## config.mk

```make
export PLATFORM = sky130hd
export DESIGN_NAME = imem_prog_ctrl
export DESIGN_NICKNAME = d
export VERILOG_FILES = /design/src/rtl/imem_prog_ctrl_pkg.sv /design/src/rtl/imem_prog_ctrl_word_packer.sv /design/src/rtl/imem_prog_ctrl.sv
export SDC_FILE = /design/constraint.sdc
export NUM_CORES = 1
export LEC_CHECK = 0
export ABC_AREA = 1
export CAP_MARGIN = 20
export CORE_MARGIN = 4
export CORE_UTILIZATION = 30
export DETAILED_ROUTE_END_ITERATION = 7
export PLACE_DENSITY = 0.55
export SYNTH_ARGS = -nofsm -noshare
export SYNTH_HDL_FRONTEND = slang
export SYNTH_SLANG_ARGS = --single-unit
export TNS_END_PERCENT = 10
```

## constraint.sdc

```tcl
create_clock -name clk -period 13.25 [get_ports clk]
set_clock_uncertainty 0.1 [all_clocks]
set_input_delay 3.975 -clock clk [delete_from_list [all_inputs] [get_ports clk]]
set_output_delay 3.975 -clock clk [all_outputs]
set_load 0.02 [all_outputs]
```

## src/rtl/imem_prog_ctrl_pkg.sv

```systemverilog
// ============================================================================
// Module      : imem_prog_ctrl_pkg
// Description : Shared state encoding and defaults for the imem loader.
// Revision    : 1.0 - initial release
// ============================================================================
`default_nettype none

package imem_prog_ctrl_pkg;

  localparam logic [2:0] S_IDLE   = 3'd0;
  localparam logic [2:0] S_LEN_LO = 3'd1;
  localparam logic [2:0] S_LEN_HI = 3'd2;
  localparam logic [2:0] S_DATA   = 3'd3;
  localparam logic [2:0] S_CSUM   = 3'd4;
  localparam logic [2:0] S_DONE   = 3'd5;
  localparam logic [2:0] S_ERR    = 3'd6;

  localparam logic [7:0]  C_MAGIC_DEFAULT     = 8'hA5;
  localparam int unsigned C_MAX_WORDS_DEFAULT = 4096;

endpackage

`default_nettype wire

```

## src/rtl/imem_prog_ctrl_word_packer.sv

```systemverilog
// ============================================================================
// Module      : imem_word_packer
// Description : Little-endian byte-to-word assembler with word-ready strobe.
// Revision    : 1.0 - initial release
// ============================================================================
`default_nettype none

module imem_word_packer (
  input  logic        clk,
  input  logic        rst,
  input  logic        i_clear,
  input  logic        i_byte_valid,
  input  logic [7:0]  i_byte,
  output logic [31:0] o_word,
  output logic        o_word_ready
);

  logic [1:0]  r_lane;
  logic [23:0] r_shift;

  always_ff @(posedge clk or posedge rst) begin
    if (rst) begin
      r_lane  <= '0;
      r_shift <= '0;
    end else if (i_clear) begin
      r_lane <= '0;
    end else if (i_byte_valid) begin
      r_lane <= r_lane + 2'd1;
      case (r_lane)
        2'd0:    r_shift[7:0]   <= i_byte;
        2'd1:    r_shift[15:8]  <= i_byte;
        2'd2:    r_shift[23:16] <= i_byte;
        default: ;
      endcase
    end
  end

  // The top byte is taken straight from the input so the word is complete
  // in the same cycle its 4th byte arrives.
  assign o_word       = {i_byte, r_shift};
  assign o_word_ready = i_byte_valid && !i_clear && (r_lane == 2'd3);

endmodule

`default_nettype wire

```

## src/rtl/imem_prog_ctrl.sv

```systemverilog
// ============================================================================
// Module      : imem_prog_ctrl
// Description : Serial-image loader that programs instruction memory.
// Revision    : 1.0 - initial release
// ============================================================================
`default_nettype none

module imem_prog_ctrl
  import imem_prog_ctrl_pkg::*;
#(
  parameter logic [7:0]  MAGIC     = C_MAGIC_DEFAULT,
  parameter logic [13:0] BASE_ADDR = 14'h0000,
  parameter int unsigned MAX_WORDS = C_MAX_WORDS_DEFAULT
) (
  input  logic        clk,
  input  logic        rst,
  input  logic [7:0]  rx_data,
  input  logic        rx_valid,
  output logic [13:0] write_addr,
  output logic [31:0] write_data,
  output logic        w_en,
  output logic        cpu_hold,
  output logic        done,
  output logic        error
);

  localparam logic [15:0] C_MAX_LEN = 16'(MAX_WORDS);

  logic [2:0]  r_state;
  logic [7:0]  r_len_lo;
  logic [15:0] r_len;
  logic [15:0] r_word_cnt;
  logic [13:0] r_addr;
  logic [7:0]  r_csum;
  logic        r_final;

  logic        w_pack_clear;
  logic        w_pack_valid;
  logic        w_word_ready;
  logic [31:0] w_word;
  logic [15:0] w_len;
  logic        w_last_word;
  logic        w_csum_byte;

  assign w_len        = {rx_data, r_len_lo};
  assign w_pack_clear = (r_state != S_DATA);
  assign w_pack_valid = rx_valid && (r_state == S_DATA) && !r_final;
  assign w_last_word  = (r_word_cnt == r_len - 16'd1);
  // r_final marks the write cycle of the last word; a byte in that cycle is
  // already the checksum byte.
  assign w_csum_byte  = rx_valid && ((r_state == S_CSUM) || ((r_state == S_DATA) && r_final));

  imem_word_packer u_packer (
    .clk          (clk),
    .rst          (rst),
    .i_clear      (w_pack_clear),
    .i_byte_valid (w_pack_valid),
    .i_byte       (rx_data),
    .o_word       (w_word),
    .o_word_ready (w_word_ready)
  );

  always_ff @(posedge clk or posedge rst) begin
    if (rst) begin
      r_state    <= S_IDLE;
      r_len_lo   <= '0;
      r_len      <= '0;
      r_word_cnt <= '0;
      r_addr     <= BASE_ADDR;
      r_csum     <= '0;
      r_final    <= 1'b0;
      write_addr <= BASE_ADDR;
      write_data <= '0;
      w_en       <= 1'b0;
      cpu_hold   <= 1'b1;
      done       <= 1'b0;
      error      <= 1'b0;
    end else begin
      w_en    <= 1'b0;
      r_final <= 1'b0;
      case (r_state)
        S_IDLE, S_DONE, S_ERR: begin
          if (rx_valid && (rx_data == MAGIC)) begin
            r_state  <= S_LEN_LO;
            done     <= 1'b0;
            error    <= 1'b0;
            cpu_hold <= 1'b1;
          end
        end
        S_LEN_LO: begin
          if (rx_valid) begin
            r_len_lo <= rx_data;
            r_state  <= S_LEN_HI;
          end
        end
        S_LEN_HI: begin
          if (rx_valid) begin
            r_len      <= w_len;
            r_word_cnt <= '0;
            r_addr     <= BASE_ADDR;
            r_csum     <= '0;
            if (w_len == 16'd0) begin
              r_state <= S_CSUM;
            end else if (w_len > C_MAX_LEN) begin
              r_state <= S_ERR;
              error   <= 1'b1;
            end else begin
              r_state <= S_DATA;
            end
          end
        end
        S_DATA: begin
          if (r_final) begin
            if (!rx_valid) r_state <= S_CSUM;
          end else if (w_pack_valid) begin
            r_csum <= r_csum ^ rx_data;
            if (w_word_ready) begin
              w_en       <= 1'b1;
              write_addr <= r_addr;
              write_data <= w_word;
              r_addr     <= r_addr + 14'd4;
              r_word_cnt <= r_word_cnt + 16'd1;
              r_final    <= w_last_word;
            end
          end
        end
        S_CSUM: ;
        default: r_state <= S_IDLE;
      endcase

      if (w_csum_byte) begin
        if (rx_data == r_csum) begin
          r_state  <= S_DONE;
          done     <= 1'b1;
          cpu_hold <= 1'b0;
        end else begin
          r_state <= S_ERR;
          error   <= 1'b1;
        end
      end
    end
  end

endmodule

`default_nettype wire

```

# Word level (Yosys, flattened, before mapping)
# Index checks and enable logic that the tools add are counted.
# classes
bitwise_logic	3
order_cmp	1
add_sub_neg	4
n_mux	49
n_reduce_logical	25
n_eq_ne	23
# op_table
cell	count
$mux 16	4
$mux 14	4
$pmux 16 s2	1
$pmux 14 s2	1
$mux 3	8
$mux 8	3
$mux 1	22
$add 16x1->16 const B	1
$eq 16x16->1	1
$gt 16x13->1 const B	1
$logic_not 16->1	1
$pmux 8 s2	1
$sub 16x1->16 const B	1
$ne 3x3->1 const B	5
$pmux 3 s5	1
$add 14x3->14 const B	1
$eq 3x3->1 const B	3
$reduce_and 3->1	3
$eq 8x8->1	1
$eq 8x8->1 const B	1
$reduce_and 4->1	2
$xor 8x8->8	1
$logic_and 1x1->1	7
$eq 3x2->1 const B	2
other kinds (19)	29
# word_totals
ff_bits	142
out_inout_bits	50
inputBits	11
elab_cells	122

# Logic depth before layout (Yosys ltp)
# Gate-level depths: netlist (run 1).
# depth
ltp_word	9
depth_mapped	13
depth_no_buf	13

# Hierarchy
# From an unflattened synthesis (run 1), not the netlist that was laid out.
# hier_totals
cells_unflattened	859
hier_area_um2	6817.8
# modules_own_cells
module	instances	seq_area_each_um2	area_each_um2	cells_per_inst
imem_prog_ctrl	1	2803.9	5582.9	724
imem_word_packer	1	650.6	1234.9	135

# Worst setup path after synthesis (run 1)
# Ideal clock, no wire load.
# synth_timing
path_type	input to register
start	input rx_data[3]
end	register r_state[2]
path_stages	7
setup_slack_ns	8.321
n_path_buf	0
setup_ns	0.084
t_arrival_ns	4.745
t_required_ns	13.066
cell_sequence	inv_1 > nand3_1 > nand3b_1 > nand2_1 > nand3_1 > nand2_1 > a21boi_0
# synth_between
elab_chain_len	6
elab_cells_between_ends	11
cone_classes	1 x order compare; 2 x eq/ne; 5 x mux; 3 x reduce/logical
# synth_rtl
element	line_no	source
start: declaration	imem_prog_ctrl.sv:17	input logic [7:0] rx_data,
$gt 16x13->1	imem_prog_ctrl.sv:104	end else if (w_len > C_MAX_LEN) begin
$mux 3	imem_prog_ctrl.sv:104	
$mux 3	imem_prog_ctrl.sv:102	if (w_len == 16'd0) begin
$mux 3	imem_prog_ctrl.sv:97	if (rx_valid) begin
$pmux 3 s5	imem_prog_ctrl.sv:81	case (r_state)
$mux 3	imem_prog_ctrl.sv:131	if (w_csum_byte) begin
end signal: assignment	imem_prog_ctrl.sv:84	r_state <= S_LEN_LO;
end signal: assignment	imem_prog_ctrl.sv:103	r_state <= S_CSUM;
end signal: assignment	imem_prog_ctrl.sv:133	r_state <= S_DONE;
end: declaration	imem_prog_ctrl.sv:29	logic [2:0] r_state;
# Parallel ways exist; a longest one is shown, timed or not. The select of a mux whose other input is x is not followed.
# A chain may end at the register's enable or synchronous reset.

# Worst setup path in the final report (run 1)
# layout_timing
start	input rx_valid
end	register r_addr[11]
# layout_between
elab_chain_len	6
elab_cells_between_ends	8
cone_classes	3 x eq/ne; 5 x reduce/logical
# layout_rtl
element	line_no	source
start: declaration	imem_prog_ctrl.sv:18	input logic rx_valid,
$logic_and 1x1->1 (2 in a row)	imem_prog_ctrl.sv:47	assign w_pack_valid = rx_valid && (r_state == S_DATA) && !r_final;
$logic_and 1x1->1 (2 in a row)	imem_prog_ctrl_word_packer.sv:41	assign o_word_ready = i_byte_valid && !i_clear && (r_lane == 2'd3);
$ne 2x1->1 (no source line)	--	
$reduce_and 5->1 (no source line) (*)	--	
end signal: assignment	imem_prog_ctrl.sv:121	r_addr <= r_addr + 14'd4;
end: declaration	imem_prog_ctrl.sv:33	logic [13:0] r_addr;
# Mark *: on every way between the ends. The rest lies on a longest branch, timed or not.

==> results of run 1 <==
[how the worst max path moves through the flow]
stage                   from              to  slack, ns
floorplan                rst            done       5.48
global placement    rx_valid  r_word_cnt[12]       6.75
detailed placement  rx_valid  r_word_cnt[12]       6.72
CTS                 rx_valid  r_word_cnt[12]       7.16
global route        rx_valid      r_addr[11]       6.91
finish              rx_valid      r_addr[11]       7.16
[cells in the final DEF (no fill, tap or decap), types with 4 or more instances in the layout]
cell / n
nand3b_1: 7
o21ai_0: 91
inv_1: 73
xnor2_1: 5
nor2_1: 65
nand2_1: 271
clkbuf_16: 17
nand4_1: 9
clkdlybuf4s50_1: 58
xor2_1: 18
nand3_1: 53
clkinvlp_4: 4
nor3_1: 16
dfrtp_1: 137
ha_1: 7
inv_6: 4
a21oi_1: 14
[worst max-delay path: cells and delay by family]
kind	cells	cell delay, ns
buffers and inverters	2	0.69
and+or+nand+nor	6	1.43
AOI/OAI and AO/OA	1	0.16
[flip-flops by register name (all words and copies together), names as in the netlist]
name,flops
r_final,1
u_packer.r_lane,2
u_packer.r_shift,24
r_len_lo,8
w_en,1
r_len,16
r_csum,8
r_addr,12
write_data,32
r_word_cnt,16
write_addr,12
r_state,3
done,1
cpu_hold,1
error,1
[routing by layer]
layer	wire [um]	track usage [%]	vias to the layer above
met1	7900	19.3	2556
li1	-	-	2752
met2	7570	22.7	83
met5	0	0	-
met3	562	3.43	11
met4	136	3.35	0
[logic make-up after synthesis]
kind of cell    after synthesis  share of synthesized area [%]
simple gates                436                           27.9
fa+ha+maj                     7                           1.33
flops                       138                           52.3
compound gates              115                           9.05
xor+xnor                     23                           3.05
other cells                   1                         0.0568
buf+inv                     104                           6.31
[stage by stage]
stage	utilization, %	total power [mW]
4_1_cts	36.9	1.45
6_report	37.1	1.44
5_1_grt	37.1	1.55
3_3_place_gp	34.2	0.969
3_5_place_dp	34.2	0.974
2_1_floorplan	-	0.874
[power groups by stage]
stage	Sequential [mW]	Combinational [mW]	Clock [mW]
floorplan	0.563	0.311	0
finish	0.575	0.390	0.472
global route	0.589	0.462	0.501
detailed placement	0.582	0.392	0
global placement	0.581	0.388	0
CTS	0.576	0.394	0.483
[cell type report]
cell class,instances,area (sq um)
clock buffer,19,443
clock inverter,12,143
fill,2308,13700
inverter,78,299
multi-input combinational,583,2740
sequential,138,3450
tap,280,350
timing repair buffer,62,631
==> results.json, run 1 <==
{
  "clkLatencyLatePin_ns": 0.42,
  "cp_slowest_cell": "clkdlybuf4s50_1",
  "rsz0062_at_grt": "false",
  "period_share_pct": 45.9,
  "grt_pass1_wl_mm": 27.6,
  "drc_errors": 0,
  "p_sw_share_pct": 35.6,
  "die_w_um": 156,
  "cts_root_buf": "clkbuf_16",
  "synthFlopType": "dfrtp_1",
  "peakVddDrop_v": 0.0000976,
  "synth_edf_count": 0,
  "ff2ff_path_depth": 13,
  "syn_inst": 824,
  "ys_top_cells_by_area": "dfrtp_1, nand2_1, o21ai_0",
  "cp_max_fo": 62,
  "maxSlewHeadroom_pct": 54.9,
  "placed_area_sq_mm": 0.00745,
  "ff2ff_setup_slack_ns": 10.45,
  "htree_levels": 4,
  "final_antenna_net_count": 0,
  "num_io_pins": 61,
  "netSwitchingPower_mw": 0.511,
  "reg2reg_from": "r_state[2]",
  "routedWlPerCell_um": 13.8,
  "status": "complete, no violations",
  "drive_gt1_share_pct": 5.49,
  "synth-seq-area-share_pct": 52.3,
  "area.growth.synth_to_final_pct": 22.0,
  "track_usage_pct": 14.1,
  "pwr-share-seq_pct": 40.0,
  "critPathMaxStageDelay_ns": 0.55,
  "place_congestion": 0.795,
  "initial_core_util_pct": 30.4,
  "crit_type": "in -> reg",
  "hold_depth": 2,
  "dp_cells": 1140,
  "critPathRequiredTime_ns": 13.46,
  "hpwl_mm": 11.1,
  "tightest_slew_ns": 0.675,
  "die-area_sq_mm": 0.0245,
  "holdWs_ns": 0.367,
  "cap_violations": 0,
  "overflow": 0,
  "place_ws_ns": 6.72,
  "clk_pin_slew_ns": 0.06,
  "post-synth-top-area-cell": "dfrtp_1",
  "grt_pass1_vias": 5364,
  "critPathLaunchType": "input port",
  "cts_tree": "built",
  "die_y_um": 156,
  "setup_tns_ns": 0,
  "stdcell_area_sq_mm": 0.00806,
  "synthArstFlopShare_pct": 100,
  "p_clk_share_pct": 32.8,
  "p_comb_share_pct": 27.2,
  "clockBufferDepth": 2,
  "drt_pass1_iterations": 6,
  "cts_num_sinks": 138,
  "synth_common_cells": "nand2_1, dfrtp_1, o21ai_0, inv_1, nor2_1",
  "antenna_cells": 0,
  "r2r-end": "r_word_cnt[12]",
  "cts-hold-fix-buffers": 0,
  "drtIter0Drc": 394,
  "yosys_warnings": 0,
  "grt_max_degree": 79,
  "antenna_found_initial": 0,
  "synth_cell_types": 40,
  "synth_area_sq_mm": 0.00661,
  "crit_chain": "clkdlybuf4s50_1 > nand3_4 > clkinv_2 > nand2_4 > nand2_4 > nand2_1 > nor2_1 > o21ai_0 > nor2_1",
  "postSynthAreaPerCell_sq_um": 8.02,
  "cts_made_buffers": 17,
  "routed_wl_mm": 16.2,
  "vias_per_cell": 4.61,
  "post_cts_resized": 0,
  "internal_power_mw": 0.926,
  "worstHoldEndpoint": "write_addr[4]",
  "crit_arrival_ns": 6.29,
  "hp-class": "reg -> reg",
  "hold_viol": 0,
  "rows": 54,
  "max_freq_ghz": 0.164,
  "numPortBuffers": 58,
  "final_cells": 1172,
  "cp-end-kind": "flip-flop",
  "yosys.area.top_type_share_pct": 51.9,
  "post_cts_buffers": 0,
  "leakagePower_nw": 3.93,
  "synth_most_common_cell": "nand2_1",
  "setup_viol": 0,
  "ys_seq_elements": 138,
  "core_sq_mm": 0.0218,
  "setup_slack_ns": 7.16,
  "min_period_ns": 6.09,
  "hold_start": "write_addr[4]",
  "vias": 5402,
  "maxSlewViolCount": 0,
  "nNetsFinal": 898,
  "power.density_mw_per_mm2": 178
}
(Power assumes the default switching activity.)
==> run 2, diff against run 1 <==
Settings changed: PLACE_DENSITY 0.55 to 0.57.
Clock period 13.25 ns to 5.3 ns, I/O delays scaled along.
==> run 2 against run 1 <==
Net effect: worst hold slack better by 0.0023 ns; sequential share of layout area down 0.060 points; non-clock buffer count up 1; critical path type unchanged; critical endpoint is now r_word_cnt[8].
==> results.json, run 2 (synthesis results as in run 1) <==
{
  "status": "complete, no violations",
  "core_sq_mm": 0.0218,
  "nFillCells": 2283,
  "period_share_pct": 69.1,
  "rsz0062_at_grt": "false",
  "num_io_pins": 61,
  "mostFrequentLayoutCell": "nand2_1",
  "grt_max_degree": 92,
  "crit_type": "in -> reg",
  "initial_core_util_pct": 30.4,
  "cts_tree": "built",
  "vias_per_cell": 4.63,
  "hpwl_mm": 10.9,
  "antenna_cells": 0,
  "power.density_mw_per_mm2": 446,
  "setup_tns_ns": 0,
  "post_cts_buffers": 0,
  "routedWlPerCell_um": 13.5,
  "die_w_um": 156,
  "pwr-share-seq_pct": 40.0,
  "largest-register": "write_data",
  "clk_pin_slew_ns": 0.06,
  "post_cts_resized": 0,
  "die-area_sq_mm": 0.0245,
  "cap_violations": 0,
  "track_usage_pct": 13.6,
  "reg.largest.list": "write_data x32, u_packer.r_shift x24",
  "drive_gt1_share_pct": 5.82,
  "antenna_found_initial": 0,
  "cts_made_buffers": 17,
  "hp-class": "reg -> reg",
  "netSwitchingPower_mw": 1.28,
  "peakVddDrop_v": 0.000205,
  "max_freq_ghz": 0.273,
  "drtIter0Drc": 292,
  "final_antenna_net_count": 0,
  "tightest_slew_ns": 0.819,
  "cts_num_sinks": 138,
  "critPathRequiredTime_ns": 5.51,
  "nNetsFinal": 899,
  "final_cells": 1174,
  "dp_cells": 1142,
  "drt_pass1_iterations": 5,
  "maxSlewViolCount": 0,
  "grt_pass1_vias": 5302,
  "cts-hold-fix-buffers": 0,
  "htree_levels": 4,
  "seqCellArea_sq_mm": 0.00345,
  "internal_power_mw": 2.32,
  "layout_common_cells": "nand2_1, dfrtp_1, o21ai_0, inv_1, nor2_1",
  "maxSlewHeadroom_pct": 45.3,
  "numPortBuffers": 58,
  "hold_viol": 0,
  "crit_arrival_ns": 3.87,
  "cp_max_fo": 62,
  "cts_root_buf": "clkbuf_16",
  "die_y_um": 156,
  "p_sw_share_pct": 35.6,
  "cp-end-kind": "flip-flop",
  "routed_wl_mm": 15.8,
  "setup_viol": 0,
  "drc_errors": 0,
  "leakagePower_nw": 3.94,
  "vias": 5433,
  "grt_pass1_wl_mm": 26.8,
  "largest_reg_flops": 32,
  "overflow": 0,
  "clkLatencyLatePin_ns": 0.42,
  "min_period_ns": 3.66,
  "p_clk_share_pct": 33.1,
  "rows": 54,
  "place_congestion": 0.804,
  "clockBufferDepth": 2,
  "critPathLaunchType": "input port",
  "area.growth.synth_to_final_pct": 22.2,
  "multi_input_area_sq_mm": 0.00274,
  "p_comb_share_pct": 26.9
}
-- run 2: critical path, cell delays in order --
cell and delay (ns):
clkdlybuf4s50_1 0.54, nand3_4 0.22, clkinv_2 0.14, nand2_4 0.53, nand2_4 0.32, inv_2 0.25, nor2_2 0.05, o21ai_0 0.15
nor2_1 0.05
-- run 2: cell type report --
cell class / instances / area share, %
clock inverters: 14 / 1.97
repair buffers: 63 / 7.81
inverters: 78 / 3.69
well taps: 280 / 4.34
multi-input cells: 583 / 34.0
clock buffers: 18 / 5.44
flip-flops and latches: 138 / 42.8
-- run 2: path summary, 6_finish.rpt --
kind | slack, ns | endpoint | cells past startpoint | startpoint
setup / recovery | 1.64 | r_word_cnt[8] | 9 | rx_valid
max in group asynchronous | 2.65 | cpu_hold | 3 | rst
min in group asynchronous | 1.54 | write_data[11] | 2 | rst
setup reg to reg | 2.57 | r_word_cnt[12] | 12 | r_state[2]
hold / removal | 0.37 | write_addr[12] | 2 | write_addr[12]
hold reg to reg | 0.37 | write_addr[12] | 2 | write_addr[12]
-- run 2: power by group through the flow --
stage / clock, mW / combinational, mW / sequential (mW)
3_5_place_dp: 0 / 0.970 / 1.46
5_1_grt: 1.27 / 1.15 / 1.47
4_1_cts: 1.22 / 0.978 / 1.44
2_1_floorplan: 0 / 0.777 / 1.41
6_report: 1.19 / 0.969 / 1.44
3_3_place_gp: 0 / 0.958 / 1.45
-- run 2: layer usage --
metal | GRT usage, % | vias up | share of wire (%)
met1 | 18.2 | 2563 | 47
met2 | 22.0 | 106 | 47
met3 | 3.48 | 22 | 4.7
met4 | 3.97 | 0 | 1.4
li1 | - | 2742 | -
met5 | 0 | - | 0
-- run 2: per-stage QoR --
stage | power (mW) | setup WS, ns | cell area, sq um | utilization [%] | hold WS (ns)
detailed placement | 2.43 | 1.17 | 7470 | 34.4 | 0.358
global placement | 2.41 | 1.18 | 7470 | 34.4 | 0.358
floorplan | 2.18 | 1.89 | 6610 | - | 0.349
CTS | 3.63 | 1.62 | 8070 | 37.1 | 0.374
finish | 3.60 | 1.64 | 8070 | 37.1 | 0.369
global route | 3.89 | 1.39 | 8070 | 37.1 | 0.397
==> variant: new RTL, flow settings as in run 1 <==
Register the inputs `rx_data` and `rx_valid` before use, with the module's reset. The logic sees them one clock later.
--- a/src/rtl/imem_prog_ctrl.sv
+++ b/src/rtl/imem_prog_ctrl.sv
@@ -27,4 +27,17 @@
   localparam logic [15:0] C_MAX_LEN = 16'(MAX_WORDS);
 
+  logic [7:0] rx_data_q;
+  logic rx_valid_q;
+
+  always_ff @(posedge clk or posedge rst) begin
+    if (rst) begin
+      rx_data_q  <= '0;
+      rx_valid_q <= '0;
+    end else begin
+      rx_data_q  <= rx_data;
+      rx_valid_q <= rx_valid;
+    end
+  end
+
   logic [2:0]  r_state;
   logic [7:0]  r_len_lo;
@@ -43,11 +56,11 @@
   logic        w_csum_byte;
 
-  assign w_len        = {rx_data, r_len_lo};
+  assign w_len        = {rx_data_q, r_len_lo};
   assign w_pack_clear = (r_state != S_DATA);
-  assign w_pack_valid = rx_valid && (r_state == S_DATA) && !r_final;
+  assign w_pack_valid = rx_valid_q && (r_state == S_DATA) && !r_final;
   assign w_last_word  = (r_word_cnt == r_len - 16'd1);
   // r_final marks the write cycle of the last word; a byte in that cycle is
   // already the checksum byte.
-  assign w_csum_byte  = rx_valid && ((r_state == S_CSUM) || ((r_state == S_DATA) && r_final));
+  assign w_csum_byte  = rx_valid_q && ((r_state == S_CSUM) || ((r_state == S_DATA) && r_final));
 
   imem_word_packer u_packer (
@@ -56,5 +69,5 @@
     .i_clear      (w_pack_clear),
     .i_byte_valid (w_pack_valid),
-    .i_byte       (rx_data),
+    .i_byte       (rx_data_q),
     .o_word       (w_word),
     .o_word_ready (w_word_ready)
@@ -81,5 +94,5 @@
       case (r_state)
         S_IDLE, S_DONE, S_ERR: begin
-          if (rx_valid && (rx_data == MAGIC)) begin
+          if (rx_valid_q && (rx_data_q == MAGIC)) begin
             r_state  <= S_LEN_LO;
             done     <= 1'b0;
@@ -89,11 +102,11 @@
         end
         S_LEN_LO: begin
-          if (rx_valid) begin
-            r_len_lo <= rx_data;
+          if (rx_valid_q) begin
+            r_len_lo <= rx_data_q;
             r_state  <= S_LEN_HI;
           end
         end
         S_LEN_HI: begin
-          if (rx_valid) begin
+          if (rx_valid_q) begin
             r_len      <= w_len;
             r_word_cnt <= '0;
@@ -112,7 +125,7 @@
         S_DATA: begin
           if (r_final) begin
-            if (!rx_valid) r_state <= S_CSUM;
+            if (!rx_valid_q) r_state <= S_CSUM;
           end else if (w_pack_valid) begin
-            r_csum <= r_csum ^ rx_data;
+            r_csum <= r_csum ^ rx_data_q;
             if (w_word_ready) begin
               w_en       <= 1'b1;
@@ -130,5 +143,5 @@
 
       if (w_csum_byte) begin
-        if (rx_data == r_csum) begin
+        if (rx_data_q == r_csum) begin
           r_state  <= S_DONE;
           done     <= 1'b1;
Behaviour: not the same (Yosys sat finds a counterexample within 4 cycles, from zero or initial values and one cycle with rst high).
==> variant against run 1 <==
Sequential cell count up 9; register-to-register slack worse by 0.08 ns; combinational power down 27%; count of clock-buffer cells in the layout unchanged; synthesized cell count down 2.1%; global-route usage down 0.94 points; area after synthesis up 1.7%; setup slack better by 0.46 ns; final area up 1.5%; total power down 5.5%; routed wire length down 4.4%; die area up 1.6%; clock power up 7.4%; first-iteration DRC count down 28%; largest cell class unchanged; largest power group unchanged; highest routed layer unchanged.
==> variant: results (changes against run 1) <==
Cells and area
  • Multi-input gate area: 0.00260 mm^2 (was 0.00274 mm^2)
  • Sequential share of cell area: 45.0% (was 42.9%)
  • Finished Layout Cells: 1155 (was 1172)
  • Clock network contribution to total cell area: 7.62% (was 7.26%)
  • Signal buffers share of area: 7.46% (was 7.82%)
  • Inverters: 83 (was 78)
  • Nets: 880 (was 898)

Worst setup path
  • Delay-heaviest family, CP: buffers and inverters (was simple AND/OR/NAND/NOR gates)
  • Worst setup endpoint: cpu_hold (was r_addr[11])
  • R2R setup slack: 10.37 ns (was 10.45 ns)
  • CP max FO: 2 (was 62)

Placed design
  • Placed cell areas: 0.00756 mm^2 (was 0.00745 mm^2)
  • RD Place Congestion: 0.789 (was 0.795)

Route
  • Router iterations before antenna repair: 4 (was 6)
  • Met2 wire len: 7160 um (was 7570 um)

Power
  • Internal power: 0.924 mW (was 0.926 mW)
  • Worst vdd ir: 95.9 uV (was 97.6 uV)
  • Leak: 3.98 nW (was 3.93 nW)
  • Comb group: 0.284 mW (was 0.390 mW)

Global route
  • Largest net degree at the start of global routing: 87 (was 79)
  • M3 GR Usage: 3.12% (was 3.43%)
  • Total Routing Usage GR: 13.2% (was 14.1%)
  • Met1 usage: 18.1% (was 19.3%)

Min path
  • Hold EP: write_data[3] (was write_addr[4])
  • Min-delay src: write_data[3] (was write_addr[4])

Logic synthesis
  • Post-synthesis compound-gate area fraction: 8.77% (was 9.05%)
  • Adder-Cell Fraction of Synth Area: 1.30% (was 1.33%)
  • Post-Syn Area: 0.00672 mm^2 (was 0.00661 mm^2)
  • Post-synthesis sequential area ratio: 54.8% (was 52.3%)

Outcome
  • Status: finished clean (unchanged)
## variant: cell count changes in the layout (fill, tap and decap cells not counted), moves of 4 or more
cell / before / now
nand2_1: 271 / 251
nand3_1: 53 / 46
dfrtp_1: 137 / 146
inv_1: 73 / 78
o21ai_0: 91 / 85
xor2_1: 18 / 22
nand3b_1: 7 / 1
nor2_1: 65 / 61
nor3_1: 16 / 24
## variant: per-stage QoR
step | hold WS, ns | total power, mW
detailed placement | 0.357 | 0.862
CTS | 0.372 | 1.38
global route | 0.398 | 1.45
floorplan | 0.349 | 0.790
global placement | 0.356 | 0.854
finish | 0.369 | 1.36
## variant: kinds of logic (layout without fill, tap and decap cells)
| group | Yosys count | after routing |
|---|---|---|
| flip-flops | 147 | 147 |
| XOR/XNOR | 27 | 27 |
| AO/OA/AOI/OAI | 112 | 112 |
| other | 1 | 2 |
| buffers and inverters | 110 | 177 |
| adder cells (fa/ha/maj) | 7 | 7 |
| AND/OR/NAND/NOR | 403 | 403 |
